File: config.mk
export PLATFORM = sky130hd
export DESIGN_NAME = fifo_uart_tx
export DESIGN_NICKNAME = d
export VERILOG_FILES = /design/src/rtl/fifo_uart_tx.sv
export SDC_FILE = /design/constraint.sdc
export NUM_CORES = 1
export LEC_CHECK = 0
export ABC_AREA = 1
export BUFFER_PORTS_ARGS = -buffer_cell sky130_fd_sc_hd__buf_2
export CAP_MARGIN = 5
export CORE_MARGIN = 2
export CORE_UTILIZATION = 40
export CTS_BUF_LIST = sky130_fd_sc_hd__clkbuf_16
export DETAILED_ROUTE_END_ITERATION = 10
export HOLD_SLACK_MARGIN = 0.05
export PLACE_DENSITY_LB_ADDON = 0.08
export SYNTH_ARGS = -nofsm -noshare
export SYNTH_HDL_FRONTEND = slang
export SYNTH_SLANG_ARGS = --single-unit
File: constraint.sdc
create_clock -name iClk -period 2 [get_ports iClk]
set_clock_uncertainty 0.15 [all_clocks]
set_input_delay 0.1 -clock iClk [delete_from_list [all_inputs] [get_ports iClk]]
set_output_delay 0.1 -clock iClk [all_outputs]
set_load 0.01 [all_outputs]
File: src/rtl/fifo_uart_tx.sv
// Drains bytes from the synchronous FIFO and serialises them as 8N1/8N2
// UART frames; the TX pin is registered and aligned with the frame state.
module fifo_uart_tx #(
   parameter int pClksPerBit = 104,
   parameter int pStopBits   = 1
) (
   input  logic       iClk,
   input  logic       iRst,
   input  logic       iEnable,
   input  logic       iFifoEmpty,
   output logic       oFifoRdEn,
   input  logic [7:0] iFifoData,
   output logic       oTx,
   output logic       oBusy,
   output logic       oByteDone
);

   localparam int CW = $clog2(pClksPerBit);
   localparam logic [CW-1:0] BAUD_LAST = CW'(pClksPerBit - 1);
   localparam logic [2:0]    STOP_LAST = 3'(pStopBits - 1);

   typedef enum logic [2:0] {
      S_IDLE,
      S_FETCH,
      S_WAIT,
      S_START,
      S_DATA,
      S_STOP
   } state_t;

   state_t        state_q, state_d;
   logic [CW-1:0] cnt_q, cnt_d;
   logic [2:0]    bit_q, bit_d;
   logic [7:0]    shift_q, shift_d;
   logic          tx_q, tx_d;

   logic baud_end;
   logic stop_end;
   logic start_ok;

   assign baud_end = (cnt_q == BAUD_LAST);
   assign stop_end = baud_end && (bit_q == STOP_LAST);
   assign start_ok = iEnable && !iFifoEmpty;

   always_ff @(posedge iClk) begin
      if (iRst) begin
         state_q <= S_IDLE;
         cnt_q   <= '0;
         bit_q   <= '0;
         shift_q <= '0;
         tx_q    <= 1'b1;
      end else begin
         state_q <= state_d;
         cnt_q   <= cnt_d;
         bit_q   <= bit_d;
         shift_q <= shift_d;
         tx_q    <= tx_d;
      end
   end

   always_comb begin
      state_d = state_q;
      unique case (state_q)
         S_IDLE:  if (start_ok) state_d = S_FETCH;
         S_FETCH: state_d = S_WAIT;
         S_WAIT:  state_d = S_START;
         S_START: if (baud_end) state_d = S_DATA;
         S_DATA:  if (baud_end && bit_q == 3'd7) state_d = S_STOP;
         S_STOP: begin
            if (stop_end) state_d = start_ok ? S_FETCH : S_IDLE;
         end
         default: state_d = S_IDLE;
      endcase
   end

   always_comb begin
      cnt_d   = '0;
      bit_d   = '0;
      shift_d = shift_q;
      unique case (state_q)
         S_WAIT: shift_d = iFifoData;
         S_START: begin
            cnt_d = baud_end ? '0 : cnt_q + 1'b1;
         end
         S_DATA: begin
            cnt_d = baud_end ? '0 : cnt_q + 1'b1;
            bit_d = bit_q;
            if (baud_end) begin
               bit_d   = (bit_q == 3'd7) ? 3'd0 : bit_q + 3'd1;
               shift_d = shift_q >> 1;
            end
         end
         S_STOP: begin
            cnt_d = baud_end ? '0 : cnt_q + 1'b1;
            bit_d = bit_q;
            if (baud_end) bit_d = stop_end ? 3'd0 : bit_q + 3'd1;
         end
         default: ;
      endcase
      // Pin level is computed from the next state so it lines up with it
      unique case (state_d)
         S_START: tx_d = 1'b0;
         S_DATA:  tx_d = shift_d[0];
         default: tx_d = 1'b1;
      endcase
   end

   always_comb begin
      oFifoRdEn = (state_q == S_FETCH);
      oBusy     = (state_q != S_IDLE);
      oByteDone = (state_q == S_STOP) && stop_end;
      oTx       = tx_q;
   end

endmodule

==> run_results.csv <==
group,metric,value,unit
outcome,outcome,"finished clean",
clocking,cts-buffers-inserted,3,
die,initial_utilization,42.01,%
yosys,yosysSeqAreaShare,38.01,%
yosys,synthTopCellsByArea,"dfxtp_1 38%, nand2_1 9.7%, inv_1 6.5%",
worst_setup_path,slowest_delay,0.38,ns
worst_setup_path,cp_data_required_time,1.75,ns
yosys,syn_area_per_cell,7.622,µm²
placed_design,place_ws,0.3083,ns
worst_setup_path,cp_slowest_cell,"dfxtp_1",
die,die_w,57.82,µm
layout,area_delta_synth_final,24.08,%
worst_setup_path,setup.worst_path.end_class,"output pin",
worst_setup_path,worstPathMaxFanout,4,
power_and_ir_drop,p_int,783.2,µW
placed_design,gp_congestion,0.7850,
yosys,synth_top_area_share,38.01,%
detailed_routing,detail-route-antenna-nets,0,
sta,slew_headroom,70.42,%
yosys,synth_compound_area_share,12.31,%
worst_setup_path,path_delay_family,"simple AND/OR/NAND/NOR gates",
yosys,ys_ff_latch,22,
global_routing,grt_use_total,14.91,%
sta,setup_viol,0,
global_routing,antenna_found_initial,0,
power_and_ir_drop,comb_power_share,13.0,%
die,dieArea,3343,µm²
layout,layout-drive-gt1-share,21.79,%
clocking,cts-root-buf,"clkbuf_16",
worst_setup_path,critPathArrivalTime,1.46,ns
sta,finalSetupTns,0,ns
layout,design_area,1438,µm²
layout,antenna_cells,0,
die,core-area,2758,µm²
detailed_routing,finalWirelength,2234,µm
layout,stdcell_count,210,
yosys,ys_warn_count,0,
sta,hold_viol,0,
placed_design,dpl.hpwl,1708,µm
clocking,cts.sinks,22,
yosys,synthAdderAreaFrac,4.320,%
clocking,htree_levels,1,
job,drv_cap,0,
yosys,synth_common_cells,"30 x nand2_1, 22 x dfxtp_1, 20 x inv_1",
sta,worst_slew_pin_slew,0.4413,ns
die,die_y,57.82,µm
global_routing,grt_pass1_wl,3995,µm
die,row_count,19,
yosys,yosysUniqueCellTypes,26,
sta,maxSlewViolCount,0,
worst_setup_path,critical_path_class,"reg -> out",
power_and_ir_drop,switchingPower,229.3,µW
die,ios,16,
power_and_ir_drop,pwr-share-seq,46.3,%
clocking,clk_pin_slew,0.06,ns
power_and_ir_drop,ir_worst_vdd,473.6,µV
yosys,yosysMostFrequentCell,"nand2_1",
yosys,synthCells,152,
detailed_routing,drtIter0Drc,37,
sta,post-route-min-period,1.709,ns
yosys,synth_mux_area_share,0,%
detailed_routing,drc,0,
hold_path,hold_class,"in -> reg",
power_and_ir_drop,clockPowerShare,40.7,%
placed_design,numPortBuffers,15,
yosys,synthSimpleGateAreaFrac,36.39,%
sta,fin_crit_sh,85.47,%
worst_setup_path,worstSetupStartpointType,"flip-flop",
detailed_routing,dr.pass1.iters,4,
yosys,synth_xor_area_share,1.512,%
detailed_routing,wl_per_cell,10.64,µm
yosys,synth_ff_type,"dfxtp_1",
layout,nets,196,
global_routing,grt_max_degree,13,
placed_design,dpl_cell_area,1269,µm²
worst_setup_path,cp_cell_sequence,"ha_1 > nand2_1 > nor2_4 > nand3_2 > nor2_1 > buf_2",
yosys,synth_area_leader_cell,"dfxtp_1",
global_routing,gr-total-overflow,0,
power_and_ir_drop,pwr_density_cell,704.3,nW/µm²
worst_setup_path,worst-path-buf-inv,1,
power_and_ir_drop,leakage,0.0006477,µW
clocking,clockBufferDepth,2,
yosys,syn-cell-area,1159,µm²
yosys,synth_nets,168,
clocking,clkLatencyLatePin,0.25,ns
global_routing,grt_pass1_vias,1003,
yosys,async_flop_share,0,%
placed_design,dpl.cell_count,197,
sta,setup_ws,0.2906,ns
sta,clock.fmax,0.5850,GHz
detailed_routing,viasPerCell,4.871,
yosys,synth_top_family_by_area,"simple AND/OR/NAND/NOR gates",
power_and_ir_drop,p_sw_share,22.65,%
sta,rsz0062_at_grt,"no",
yosys,synth_edf_count,0,
clocking,cts_tree,"done",
detailed_routing,route.vias.total,1023,
-- final timing paths --
| path | start | depth (start not counted) | slack (ns) | to |
|---|---|---|---|---|
| setup / recovery | cnt_q[0] | 6 | 0.29 | oByteDone |
| hold / removal | iEnable | 5 | 0.14 | state_q[0] |
| setup reg to reg | cnt_q[0] | 8 | 0.30 | oTx |
| hold reg to reg | shift_q[3] | 2 | 0.31 | shift_q[3] |
-- routing by layer --
metal / vias up / GRT usage [%] / share of wire, %
li1: 546 / - / -
met1: 464 / 18.25 / 49
met2: 11 / 26.46 / 48
met3: 2 / 2.009 / 2.6
met4: 0 / 5.648 / 0.72
met5: - / 0 / 0
-- registers in the layout (all words and copies together), names as in the netlist --
name and flops:
shift_q 8, cnt_q 7, bit_q 3, state_q 3, oTx 1
-- cell usage in the layout, fill, tap and decap left out, drive strengths merged --
cell type	synthesis	final
clkbuf	1	3
xor2	1	1
a31oi	2	2
nor2	23	23
ha	4	4
o21ai	4	4
dfxtp	22	22
inv	20	20
nor3	4	4
buf	1	16
dlygate4sd3	0	9
xnor2	1	1
nand4	2	2
clkinv	0	1
o21bai	1	1
nand3	13	13
nand2	37	37
a21oi	10	10
a22oi	6	6
-- cells by family (layout without fill, tap and decap cells) --
kind of cell / after synthesis / in the layout
flops: 22 / 22
simple gates: 79 / 79
compound gates: 23 / 23
fa+ha+maj: 4 / 4
buf+inv: 22 / 49
xor+xnor: 2 / 2
-- final cells by class --
| type | instances | area, µm² |
|---|---|---|
| fillers | 282 | 1320 |
| inverters | 20 | 75.07 |
| flip-flops and latches | 22 | 440.4 |
| well taps | 31 | 38.79 |
| repair buffers | 25 | 172.7 |
| clock buffers | 3 | 75.07 |
| multi-input cells | 108 | 631.9 |
| clock inverters | 1 | 3.754 |
-- per-stage QoR --
step / hold WS (ns) / utilization [%] / total power, µW
after global routing: 0.1809 / 52.13 / 1061
after floorplan: 0.01941 / - / 562.1
after global placement: 0.2106 / 46.01 / 594.7
after detailed placement: 0.2132 / 46.01 / 598.0
final: 0.1408 / 52.13 / 1012
after CTS: 0.1432 / 52.13 / 1024
-- timing repair --
item / in CTS / in global routing
setup buffers: 0 / 0
resized for setup: 0 / 0
endpoints found under the hold margin: 11 / 0
hold buffers: 9 / 0
-- power by group through the flow --
stage                     Combinational (µW)  Clock, µW  Sequential, µW
after floorplan                         84.5          0             478
after global placement                   117          0             478
after detailed placement                 119          0             479
after CTS                                133        422             469
after global routing                     147        443             471
final                                    131        412             469
-- worst register-to-register path, stage by stage, from the launching register on --
cell	delay, ns
dfxtp_1	0.38
ha_1	0.23
nand2_1	0.10
nor2_4	0.15
nand3_2	0.10
a21oi_1	0.19
nand2_1	0.11
nand3_1	0.12
nand3_2	0.07
(Power assumes the default switching activity.)
